**src/rtl/mini_cpu_pkg.sv**
```systemverilog
// Shared constants and types for the mini-CPU LCD display responder.
package mini_cpu_pkg;

  localparam logic [2:0] OP_LOAD    = 3'd0;
  localparam logic [2:0] OP_ADD     = 3'd1;
  localparam logic [2:0] OP_ADDI    = 3'd2;
  localparam logic [2:0] OP_SUB     = 3'd3;
  localparam logic [2:0] OP_SUBI    = 3'd4;
  localparam logic [2:0] OP_MUL     = 3'd5;
  localparam logic [2:0] OP_CLEAR   = 3'd6;
  localparam logic [2:0] OP_DISPLAY = 3'd7;

  localparam logic [7:0] CMD_FUNC    = 8'h38;
  localparam logic [7:0] CMD_DISP_ON = 8'h0C;
  localparam logic [7:0] CMD_CLEAR   = 8'h01;
  localparam logic [7:0] CMD_ENTRY   = 8'h06;
  localparam logic [7:0] CMD_LINE1   = 8'h80;
  localparam logic [7:0] CMD_LINE2   = 8'hC0;

  localparam logic [7:0] ASCII_PLUS  = 8'h2B;
  localparam logic [7:0] ASCII_MINUS = 8'h2D;
  localparam logic [7:0] ASCII_SPACE = 8'h20;
  localparam logic [7:0] ASCII_ZERO  = 8'h30;

  localparam int NUM_INIT_CMDS = 4;
  localparam int NUM_WRITES    = 34;

  typedef enum logic [2:0] {
    INIT_WAIT, INIT_CMD, IDLE, CONVERT, WRITE_SETUP, WRITE_EN, WRITE_HOLD
  } lcd_state_e;

  typedef struct packed {
    logic       rs;
    logic [7:0] data;
  } lcd_wr_t;

  function automatic logic [7:0] init_cmd(input logic [1:0] i);
    case (i)
      2'd0:    return CMD_FUNC;
      2'd1:    return CMD_DISP_ON;
      2'd2:    return CMD_CLEAR;
      default: return CMD_ENTRY;
    endcase
  endfunction

endpackage

```
**src/rtl/lcd_display_ctrl_if.sv**
```systemverilog
// CPU-to-display request channel: valid/ready handshake carrying opcode and result.
interface lcd_display_ctrl_if;
  logic        req_valid;
  logic        req_ready;
  logic [2:0]  opcode;
  logic [15:0] result;

  modport master (output req_valid, output opcode, output result, input req_ready);
  modport slave  (input req_valid, input opcode, input result, output req_ready);
endinterface

```
**src/rtl/lcd_display_ctrl_bin2bcd.sv**
```systemverilog
// Sequential double-dabble: 17-bit unsigned to 5 BCD digits in 17 shift cycles.
module bin16_to_bcd (
  input  logic        clk,
  input  logic        rst,
  input  logic        start_i,
  input  logic [16:0] bin_i,
  output logic        done_o,
  output logic [19:0] bcd_o
);
  logic [16:0] bin_q, bin_d;
  logic [19:0] bcd_q, bcd_d, adj;
  logic [4:0]  cnt_q, cnt_d;
  logic        busy_q, busy_d, done_q, done_d;

  // add-3 correction per digit before each shift
  for (genvar g = 0; g < 5; g++) begin : g_adj
    assign adj[g*4 +: 4] = (bcd_q[g*4 +: 4] >= 4'd5) ? bcd_q[g*4 +: 4] + 4'd3
                                                      : bcd_q[g*4 +: 4];
  end

  always_comb begin
    bin_d  = bin_q;
    bcd_d  = bcd_q;
    cnt_d  = cnt_q;
    busy_d = busy_q;
    done_d = 1'b0;
    if (start_i) begin
      bin_d  = bin_i;
      bcd_d  = '0;
      cnt_d  = 5'd17;
      busy_d = 1'b1;
    end else if (busy_q) begin
      {bcd_d, bin_d} = {adj, bin_q} << 1;
      cnt_d = cnt_q - 5'd1;
      if (cnt_q == 5'd1) begin
        busy_d = 1'b0;
        done_d = 1'b1;
      end
    end
  end

  always_ff @(posedge clk) begin
    if (rst) begin
      bin_q  <= '0;
      bcd_q  <= '0;
      cnt_q  <= '0;
      busy_q <= 1'b0;
      done_q <= 1'b0;
    end else begin
      bin_q  <= bin_d;
      bcd_q  <= bcd_d;
      cnt_q  <= cnt_d;
      busy_q <= busy_d;
      done_q <= done_d;
    end
  end

  assign done_o = done_q;
  assign bcd_o  = bcd_q;
endmodule

```
**src/rtl/lcd_display_ctrl.sv**
```systemverilog
// HD44780 16x2 driver: shows the opcode mnemonic on line 1 and the signed result on line 2.
module lcd_display_ctrl
  import mini_cpu_pkg::*;
#(
  parameter int INIT_WAIT_CYCLES  = 750000,
  parameter int EN_CYCLES         = 25,
  parameter int WAIT_CYCLES       = 2500,
  parameter int CLEAR_WAIT_CYCLES = 100000
) (
  input  logic              clk,
  input  logic              rst,
  lcd_display_ctrl_if.slave req,
  output logic [7:0]        lcd_data,
  output logic              lcd_rs,
  output logic              lcd_rw,
  output logic              lcd_en,
  output logic              lcd_on,
  output logic              lcd_blon
);
  lcd_state_e  state_q, state_d;
  logic [31:0] cnt_q, cnt_d, hold_len;
  logic [5:0]  idx_q, idx_d;
  logic        init_q, init_d;
  logic        started_q, started_d;
  logic [2:0]  op_q, op_d;
  logic [15:0] res_q, res_d;
  lcd_wr_t     wr_q, wr_d;
  logic        en_q;
  logic        bcd_start, bcd_done;
  logic [19:0] bcd_digits;
  logic [16:0] mag;

  // 17-bit negate so that -32768 yields +32768
  assign mag = res_q[15] ? (17'd0 - {res_q[15], res_q}) : {1'b0, res_q};

  bin16_to_bcd u_bcd (
    .clk     (clk),
    .rst     (rst),
    .start_i (bcd_start),
    .bin_i   (mag),
    .done_o  (bcd_done),
    .bcd_o   (bcd_digits)
  );

  function automatic logic [7:0] mnem_char(input logic [2:0] op, input logic [3:0] pos);
    logic [63:0] s;
    int          p;
    case (op)
      OP_LOAD:  s = "LOAD    ";
      OP_ADD:   s = "ADD     ";
      OP_ADDI:  s = "ADDI    ";
      OP_SUB:   s = "SUB     ";
      OP_SUBI:  s = "SUBI    ";
      OP_MUL:   s = "MUL     ";
      OP_CLEAR: s = "CLEAR   ";
      default:  s = "DISPLAY ";
    endcase
    p = 7 - int'(pos);
    if (pos > 4'd7) return ASCII_SPACE;
    return s[p*8 +: 8];
  endfunction

  // byte i (0..33) of the display refresh sequence
  function automatic lcd_wr_t disp_byte(input logic [5:0] i, input logic [2:0] op,
                                        input logic neg, input logic [19:0] bcd);
    lcd_wr_t w;
    int      d;
    w.rs   = 1'b1;
    w.data = ASCII_SPACE;
    d      = 23 - int'(i);
    if (i == 6'd0) begin
      w.rs   = 1'b0;
      w.data = CMD_LINE1;
    end else if (i <= 6'd16) begin
      w.data = mnem_char(op, 4'(i - 6'd1));
    end else if (i == 6'd17) begin
      w.rs   = 1'b0;
      w.data = CMD_LINE2;
    end else if (i == 6'd18) begin
      w.data = neg ? ASCII_MINUS : ASCII_PLUS;
    end else if (i <= 6'd23) begin
      w.data = ASCII_ZERO + {4'h0, bcd[d*4 +: 4]};
    end
    return w;
  endfunction

  always_comb begin
    state_d       = state_q;
    cnt_d         = cnt_q;
    idx_d         = idx_q;
    init_d        = init_q;
    started_d     = started_q;
    op_d          = op_q;
    res_d         = res_q;
    wr_d          = wr_q;
    bcd_start     = 1'b0;
    req.req_ready = 1'b0;
    hold_len      = (!wr_q.rs && wr_q.data == CMD_CLEAR) ? 32'(CLEAR_WAIT_CYCLES)
                                                         : 32'(WAIT_CYCLES);
    case (state_q)
      INIT_WAIT: begin
        if (cnt_q == 32'(INIT_WAIT_CYCLES - 1)) begin
          state_d = INIT_CMD;
          cnt_d   = '0;
          idx_d   = '0;
          init_d  = 1'b1;
        end else begin
          cnt_d = cnt_q + 32'd1;
        end
      end
      INIT_CMD: begin
        wr_d.rs   = 1'b0;
        wr_d.data = init_cmd(idx_q[1:0]);
        state_d   = WRITE_SETUP;
      end
      IDLE: begin
        req.req_ready = 1'b1;
        if (req.req_valid) begin
          op_d      = req.opcode;
          res_d     = req.result;
          started_d = 1'b0;
          state_d   = CONVERT;
        end
      end
      CONVERT: begin
        if (!started_q) begin
          bcd_start = 1'b1;
          started_d = 1'b1;
        end else if (bcd_done) begin
          idx_d   = '0;
          wr_d    = disp_byte(6'd0, op_q, res_q[15], bcd_digits);
          state_d = WRITE_SETUP;
        end
      end
      WRITE_SETUP: begin
        cnt_d   = '0;
        state_d = WRITE_EN;
      end
      WRITE_EN: begin
        if (cnt_q == 32'(EN_CYCLES - 1)) begin
          cnt_d   = '0;
          state_d = WRITE_HOLD;
        end else begin
          cnt_d = cnt_q + 32'd1;
        end
      end
      WRITE_HOLD: begin
        if (cnt_q == hold_len - 32'd1) begin
          cnt_d = '0;
          if (init_q) begin
            if (idx_q == 6'(NUM_INIT_CMDS - 1)) begin
              init_d  = 1'b0;
              state_d = IDLE;
            end else begin
              idx_d   = idx_q + 6'd1;
              state_d = INIT_CMD;
            end
          end else if (idx_q == 6'(NUM_WRITES - 1)) begin
            state_d = IDLE;
          end else begin
            idx_d   = idx_q + 6'd1;
            wr_d    = disp_byte(idx_q + 6'd1, op_q, res_q[15], bcd_digits);
            state_d = WRITE_SETUP;
          end
        end else begin
          cnt_d = cnt_q + 32'd1;
        end
      end
      default: state_d = INIT_WAIT;
    endcase
  end

  always_ff @(posedge clk) begin
    if (rst) begin
      state_q   <= INIT_WAIT;
      cnt_q     <= '0;
      idx_q     <= '0;
      init_q    <= 1'b0;
      started_q <= 1'b0;
      op_q      <= '0;
      res_q     <= '0;
      wr_q      <= '0;
      en_q      <= 1'b0;
    end else begin
      state_q   <= state_d;
      cnt_q     <= cnt_d;
      idx_q     <= idx_d;
      init_q    <= init_d;
      started_q <= started_d;
      op_q      <= op_d;
      res_q     <= res_d;
      wr_q      <= wr_d;
      en_q      <= (state_d == WRITE_EN);
    end
  end

  assign lcd_data = wr_q.data;
  assign lcd_rs   = wr_q.rs;
  assign lcd_en   = en_q;
  assign lcd_rw   = 1'b0;
  assign lcd_on   = 1'b1;
  assign lcd_blon = 1'b1;
endmodule

```
**src/flat_wrapper.sv**
```systemverilog
// flat-port wrapper written by rule: the top's interface ports become plain ports
module lcd_display_ctrl_flat import mini_cpu_pkg::*;
#(
  parameter int INIT_WAIT_CYCLES  = 750000,
  parameter int EN_CYCLES         = 25,
  parameter int WAIT_CYCLES       = 2500,
  parameter int CLEAR_WAIT_CYCLES = 100000
)
  (clk, rst, lcd_data, lcd_rs, lcd_rw, lcd_en, lcd_on, lcd_blon, req_req_valid, req_opcode, req_result, req_req_ready);
  lcd_display_ctrl_if req_i ();
  input  logic clk;
  input  logic rst;
  output logic [7:0] lcd_data;
  output logic lcd_rs;
  output logic lcd_rw;
  output logic lcd_en;
  output logic lcd_on;
  output logic lcd_blon;
  input wire logic [$bits(req_i.req_valid)-1:0] req_req_valid;
  input wire logic [$bits(req_i.opcode)-1:0] req_opcode;
  input wire logic [$bits(req_i.result)-1:0] req_result;
  output wire logic [$bits(req_i.req_ready)-1:0] req_req_ready;
  assign req_i.req_valid = req_req_valid;
  assign req_i.opcode = req_opcode;
  assign req_i.result = req_result;
  assign req_req_ready = req_i.req_ready;
  lcd_display_ctrl #(.INIT_WAIT_CYCLES(INIT_WAIT_CYCLES), .EN_CYCLES(EN_CYCLES), .WAIT_CYCLES(WAIT_CYCLES), .CLEAR_WAIT_CYCLES(CLEAR_WAIT_CYCLES)) u_core (.clk(clk), .rst(rst), .req(req_i), .lcd_data(lcd_data), .lcd_rs(lcd_rs), .lcd_rw(lcd_rw), .lcd_en(lcd_en), .lcd_on(lcd_on), .lcd_blon(lcd_blon));
endmodule
```
**config.mk**
```make
export PLATFORM = sky130hd
export DESIGN_NAME = lcd_display_ctrl_flat
export DESIGN_NICKNAME = d
export VERILOG_FILES = /design/src/rtl/mini_cpu_pkg.sv /design/src/rtl/lcd_display_ctrl_if.sv /design/src/rtl/lcd_display_ctrl_bin2bcd.sv /design/src/rtl/lcd_display_ctrl.sv /design/src/flat_wrapper.sv
export SDC_FILE = /design/constraint.sdc
export NUM_CORES = 1
export LEC_CHECK = 0
export BUFFER_PORTS_ARGS = -buffer_cell sky130_fd_sc_hd__buf_2
export CORE_ASPECT_RATIO = 1.2
export CORE_MARGIN = 2
export CORE_UTILIZATION = 60
export DETAILED_ROUTE_END_ITERATION = 10
export GPL_TIMING_DRIVEN = 0
export PLACE_DENSITY = 0.81
export SLEW_MARGIN = 10
export SYNTH_ARGS = -nofsm -noshare
export SYNTH_HDL_FRONTEND = slang
export SYNTH_HIERARCHICAL = 1
export SYNTH_SLANG_ARGS = --single-unit
```
**constraint.sdc**
```tcl
create_clock -name clk -period 4.7 [get_ports clk]
set_input_delay 0.94 -clock clk [delete_from_list [all_inputs] [get_ports clk]]
set_output_delay 0.94 -clock clk [all_outputs]
set_load 0.1 [all_outputs]
```
==> flow_summary_export.csv, run 1 <==
group,metric,value,unit
route,drc,0,
cells_and_area,areaGrowthSynthToFinish,12.9,%
clocking,cts_setup_buffers,0,
sta,rsz0062_at_grt,"false",
floorplan,fp-row-count,44,
sta,finalSetupViolCount,0,
global_routing,grt_pass1_wl,34000,um
synthesis,synth_top_area_share,30.8,%
global_routing,gr-total-overflow,0,
route,vias_per_cell,6.30,
placed_design,place_area,7900,sq um
floorplan,design.core.area,12200,sq um
route,first_pass_iters,6,
synthesis,synthArstFlopShare,0,%
sta,setup_tns,0,ps
global_routing,grt_antenna_before_repair,0,
sta,slew_violations,0,
global_routing,grtUsageTotal,31.0,%
clocking,insertion_delay,420,ps
power,combPwrFrac,3.2,%
clocking,cts-root-buf,"clkbuf_16",
synthesis,synth_edf_count,0,
power,seq_power_share,41.2,%
synthesis,yosys.area.top_type,"dfxtp_1",
clocking,cts_inserted_buffers,17,
global_routing,grt_start_max_net_pins,17,
sta,relSlewSlack,39.9,%
clocking,cts_sinks,116,
clocking,cts.htree.levels,4,
sta,min_period,4320,ps
cells_and_area,drive_gt1_share,12.5,%
worst_setup_path,cp-end-kind,"register",
worst_setup_path,critPathMaxStageDelay,620,ps
worst_setup_path,critPathLaunchType,"register",
global_routing,grt_pass1_vias,6975,
cells_and_area,diodes,0,
synthesis,yosys-top-cells-area,"dfxtp_1, nand2_1, a21oi_1",
synthesis,ys_warn_count,6,
placed_design,gp_congestion,0.938,
floorplan,die_area,13500,sq um
route,drt_iter0_markers,864,
synthesis,synth_area,7530,sq um
synthesis,syn_avg_cell_area,7.74,sq um
placed_design,hpwlAfterDp,14100,um
worst_setup_path,cpMostUsedCell,"clkbuf_1",
synthesis,yosys_most_used_dff,"dfxtp_1",
route,drt_wl_total,20700,um
synthesis,synth_seq_cells,116,
worst_hold_path,min_path_type,"register to register",
sta,finClkSkew,8.69,ps
route,antenna_left,0,
floorplan,die_x,106,um
power,p_switching,0.000531,W
power,vdd_drop_max,0.272,mV
floorplan,pin_count,36,
sta,hold_viol_final,0,
power,p_clk_share,55.6,%
worst_setup_path,cp_max_fo,11,
power,p_sw_share,22.1,%
floorplan,initial_core_util,61.9,%
synthesis,synth_cell_types,84,
power,p_int,0.00187,W
worst_setup_path,required,5030,ps
clocking,cts_tree,"built",
synthesis,seq_area_frac_synth,30.8,%
route,vias,7554,
run,drv_cap,0,
power,leakage,3.00,nW
synthesis,synthCells,973,
floorplan,die_h,127,um
worst_setup_path,crit_type,"register to register",
sta,tightestPinTransition,893,ps
placed_design,portBuffers,32,
cells_and_area,multiInputGateArea,4770,sq um
status,status,"completed",
worst_setup_path,worst_path_max_delay_cell,"ha_1",
power,power_density,282,nW/um^2
clocking,clockBufferDepth,2,
worst_setup_path,crit_chain,"buf_2, clkbuf_1, clkbuf_1, inv_1, ha_1, nor2b_1, and3_1, o22ai_2, o21ai_0, o32ai_1, o21ai_1, a211oi_1",
placed_design,place_ws,443,ps
cells_and_area,nFillCells,1000,
worst_setup_path,worstPathArrival,4650,ps
cells_and_area,seq_area,2320,sq um
route,wire_per_inst,17.2,um
sta,layout_setup_ws,382,ps
cells_and_area,fin_area,8500,sq um
cells_and_area,fin_nets,1070,
sta,whs,482,ps
sta,fmaxAchievable,232,MHz
sta,period_share,91.9,%
clocking,path_clk_slew,60,ps
clocking,postCtsHoldBufs,0,
==> power groups by stage <==
stage / Combinational [W] / Clock, W / Sequential [W]
floorplan: 0.0000486 / 0 / 0.00101
global placement: 0.0000742 / 0 / 0.00101
detailed placement: 0.0000753 / 0 / 0.00101
CTS: 0.0000756 / 0.00135 / 0.000989
global route: 0.0000828 / 0.00140 / 0.000989
finish: 0.0000775 / 0.00134 / 0.000990
==> metal layers <==
metal	GRT usage, %	up-vias	share of wire [%]
li1	-	3641	-
met1	39.4	3476	41
met2	51.7	376	48
met3	5.40	61	8.1
met4	13.4	0	3.0
met5	0	-	0
==> cell usage after synthesis, types with 12 or more instances <==
master    instances
mux2i_1          13
buf_2            18
nor2_1           59
nor4_1           12
mux2_2           18
clkbuf_1         33
o21ai_1          12
a211oi_1         13
nand4_1          15
nand2_1         149
dfxtp_1         116
o21ai_0          44
nand3_1          45
a31oi_1          15
ha_1             23
nand2b_1         14
xnor2_1          21
inv_1            33
nor3_1           17
a21oi_1          98
==> flip-flops by register name (all words and copies together), names as in the netlist <==
register / cells
u_core/cnt_q: 32
u_core/idx_q: 6
u_core/init_q: 1
u_core/lcd_data: 8
u_core/lcd_en: 1
u_core/lcd_rs: 1
u_core/op_q: 3
u_core/res_q: 16
u_core/started_q: 1
u_core/state_q: 3
u_core/u_bcd/bcd_o: 20
u_core/u_bcd/bin_q: 17
u_core/u_bcd/busy_q: 1
u_core/u_bcd/cnt_q: 5
u_core/u_bcd/done_o: 1
==> cell usage in the layout (no fill, tap or decap), drive strengths merged, types with 7 or more instances in the layout <==
cell type	instances
inv	36
mux2i	13
nand2	149
a22o	8
and3	11
o21ai	57
clkbuf	52
nand4	15
a211oi	14
a21oi	99
dfxtp	116
clkinv	8
o31ai	11
or4	7
and2	11
nor3	17
nand3	46
or3	8
nor2	60
buf	63
ha	23
nor4	14
a31oi	15
nand4b	7
xnor2	21
mux2	19
o211ai	11
a2111o	9
nand2b	14
==> metrics by stage <==
step | utilization, % | total power, W | instances
after floorplan | - | 0.00106 | 975
after global placement | 64.9 | 0.00108 | 1168
after detailed placement | 64.9 | 0.00109 | 1168
after CTS | 69.9 | 0.00241 | 1200
after global routing | 69.9 | 0.00247 | 1199
final | 69.9 | 0.00240 | 1199
==> worst paths after layout <==
path,startpoint,end,slack [ps],cells past startpoint
hold / removal,u_core/res_q[14],u_core/res_q[14],480,2
hold reg to reg,u_core/res_q[14],u_core/res_q[14],480,2
setup / recovery,u_core/idx_q[0],u_core/lcd_data[1],380,12
setup reg to reg,u_core/idx_q[0],u_core/lcd_data[1],380,12
==> layout make-up <==
cell class / instances / area share (%)
inverters: 36 / 1.59
clock inverters: 12 / 1.79
multi-input cells: 759 / 56.1
repair buffers: 32 / 1.88
flip-flops and latches: 116 / 27.3
well taps: 161 / 2.37
clock buffers: 20 / 5.37
plain buffers: 63 / 3.58
==> logic make-up (layout without fill, tap and decap cells) <==
logic type	Yosys count	in the layout	synth area share, %
xor+xnor	28	28	3.56
fa+ha+maj	23	23	3.82
compound gates	274	274	23.7
mux	36	36	5.77
other cells	2	4	0.0997
flops	116	116	30.8
simple gates	394	394	26.4
buf+inv	100	163	5.88
==> what timing repair did <==
| action | in CTS | in global routing |
|---|---|---|
| endpoints found under the hold margin | 0 | 0 |
| endpoints found under the setup margin | 0 | 2 |
| gates resized for setup | 0 | 0 |
==> critical path, delay by kind of cell, from the launching register on <==
family,cells,cell delay [ps]
compound gates,5,1270
fa+ha+maj,1,620
buf+inv,4,1330
flops,1,610
simple gates,2,390
Power figures use the tool's default switching activity.
==> run 2: changes to the inputs <==
--- a/config.mk
+++ b/config.mk
@@ -12,6 +12,7 @@
 export DETAILED_ROUTE_END_ITERATION = 10
 export GPL_TIMING_DRIVEN = 0
 export PLACE_DENSITY = 0.81
+export RECOVER_POWER = 50
 export SLEW_MARGIN = 10
 export SYNTH_ARGS = -nofsm -noshare
 export SYNTH_HDL_FRONTEND = slang
==> flow_summary_export.csv, run 2 (same netlist as run 1, synthesis figures left out) <==
group,metric,value,unit
status,status,"completed",
placed_design,place_ws,443,ps
sta,period_share,90.7,%
cells_and_area,final_common_cell,"nand2_1",
floorplan,pin_count,36,
sta,layout_setup_ws,439,ps
cells_and_area,fin_nets,1070,
floorplan,die_h,127,um
worst_setup_path,critPathLaunchType,"register",
worst_setup_path,r2r_slack,440,ps
clocking,cts_inserted_buffers,17,
clocking,postCtsHoldBufs,0,
cells_and_area,largest_reg_flops,32,
route,wl_met1,8500,um
floorplan,initial_core_util,61.9,%
power,p_int,0.00187,W
clocking,clockBufferDepth,2,
floorplan,design.core.area,12200,sq um
placed_design,hpwlAfterDp,14100,um
cells_and_area,areaGrowthSynthToFinish,12.6,%
global_routing,gr-total-overflow,0,
power,p_switching,0.000530,W
sta,slew_violations,0,
clocking,cts_sinks,116,
clocking,cts_resized,0,
clocking,cts.htree.levels,4,
clocking,cts_setup_buffers,0,
route,antenna_left,0,
worst_setup_path,worstPathArrival,4590,ps
route,routed-wl-met2,9860,um
worst_hold_path,min_path_type,"register to register",
floorplan,fp-row-count,44,
sta,fmaxAchievable,235,MHz
sta,hold_viol_final,0,
global_routing,grt_pass1_wl,34000,um
route,vias,7541,
cells_and_area,fin_area,8480,sq um
route,top_layer,"met4",
global_routing,grtUsageTotal,31.0,%
global_routing,grt_start_max_net_pins,17,
route,route.met3.wl,1560,um
cells_and_area,final_cells,1199,
route,first_pass_iters,7,
route,drt_wl_total,20600,um
power,leakage,2.94,nW
cells_and_area,top_register,"u_core/cnt_q",
sta,tightestPinTransition,1160,ps
worst_setup_path,required,5030,ps
global_routing,grt_antenna_before_repair,0,
cells_and_area,diodes,0,
clocking,cts_tree,"built",
power,p_sw_share,22.1,%
power,power_density,283,nW/um^2
placed_design,portBuffers,32,
sta,relSlewSlack,23.0,%
clocking,insertion_delay,420,ps
placed_design,place_area,7900,sq um
worst_setup_path,crit_type,"register to register",
route,drc,0,
cells_and_area,layout_common_cells,"nand2_1, dfxtp_1, a21oi_1",
power,power,0.00240,W
sta,finalSetupViolCount,0,
power,seq_power_share,41.2,%
route,wire_per_inst,17.2,um
sta,finClkSkew,8.91,ps
clocking,path_clk_slew,60,ps
placed_design,gp_congestion,0.938,
worst_setup_path,cp_max_fo,11,
floorplan,die_area,13500,sq um
power,combPwrFrac,3.2,%
worst_setup_path,cp-end-kind,"register",
power,p_clk_share,55.6,%
sta,min_period,4260,ps
route,drt_iter0_markers,858,
floorplan,die_x,106,um
clocking,cts-root-buf,"clkbuf_16",
run,drv_cap,0,
cells_and_area,drive_gt1_share,11.1,%
global_routing,grt_pass1_vias,6975,
route,vias_per_cell,6.29,
power,vdd_drop_max,0.272,mV
sta,setup_tns,0,ps
placed_design,placed_cells,1168,
sta,rsz0062_at_grt,"false",
==> run 2: final timing paths <==
check / from / end / cells past startpoint
max: u_core/idx_q[0] / u_core/lcd_data[1] / 12
min: u_core/res_q[14] / u_core/res_q[14] / 2
max reg2reg: u_core/idx_q[0] / u_core/lcd_data[1] / 12
min reg2reg: u_core/res_q[14] / u_core/res_q[14] / 2
==> run 2: through the flow <==
step / hold slack (ps) / utilization [%]
after floorplan: 440 / -
after global placement: 451 / 64.9
after detailed placement: 471 / 64.9
after CTS: 479 / 69.9
after global routing: 494 / 69.7
final: 482 / 69.7
==> run 2: power by group through the flow <==
stage | Combinational, W | Clock, W | Sequential [W]
floorplan | 0.0000486 | 0 | 0.00101
global placement | 0.0000742 | 0 | 0.00101
detailed placement | 0.0000753 | 0 | 0.00101
CTS | 0.0000756 | 0.00135 | 0.000989
global route | 0.0000826 | 0.00140 | 0.000989
finish | 0.0000773 | 0.00133 | 0.000990
==> run 2: layout make-up <==
class	count	area (sq um)
buffer	63	302
inverter	36	135
clock buffer	20	457
fill	1011	3690
clock inverter	12	153
sequential	116	2320
tap	161	201
timing repair buffer	32	146
multi-input combinational	759	4760
==> run 2: per-layer routing <==
metal / vias to the layer above / global-route usage [%]
li1: 3643 / -
met1: 3449 / 39.4
met2: 377 / 51.7
met3: 72 / 5.40
met4: 0 / 13.4
met5: - / 0
==> run 2: critical path, stage by stage (launching register included) <==
cell and delay [ps]:
dfxtp_1 600, buf_2 340, clkbuf_1 350, clkbuf_1 400
inv_1 220, ha_1 610, nor2b_1 160, and3_1 240
o22ai_2 270, o21ai_0 270, o32ai_1 380, o21ai_1 140
a211oi_1 190
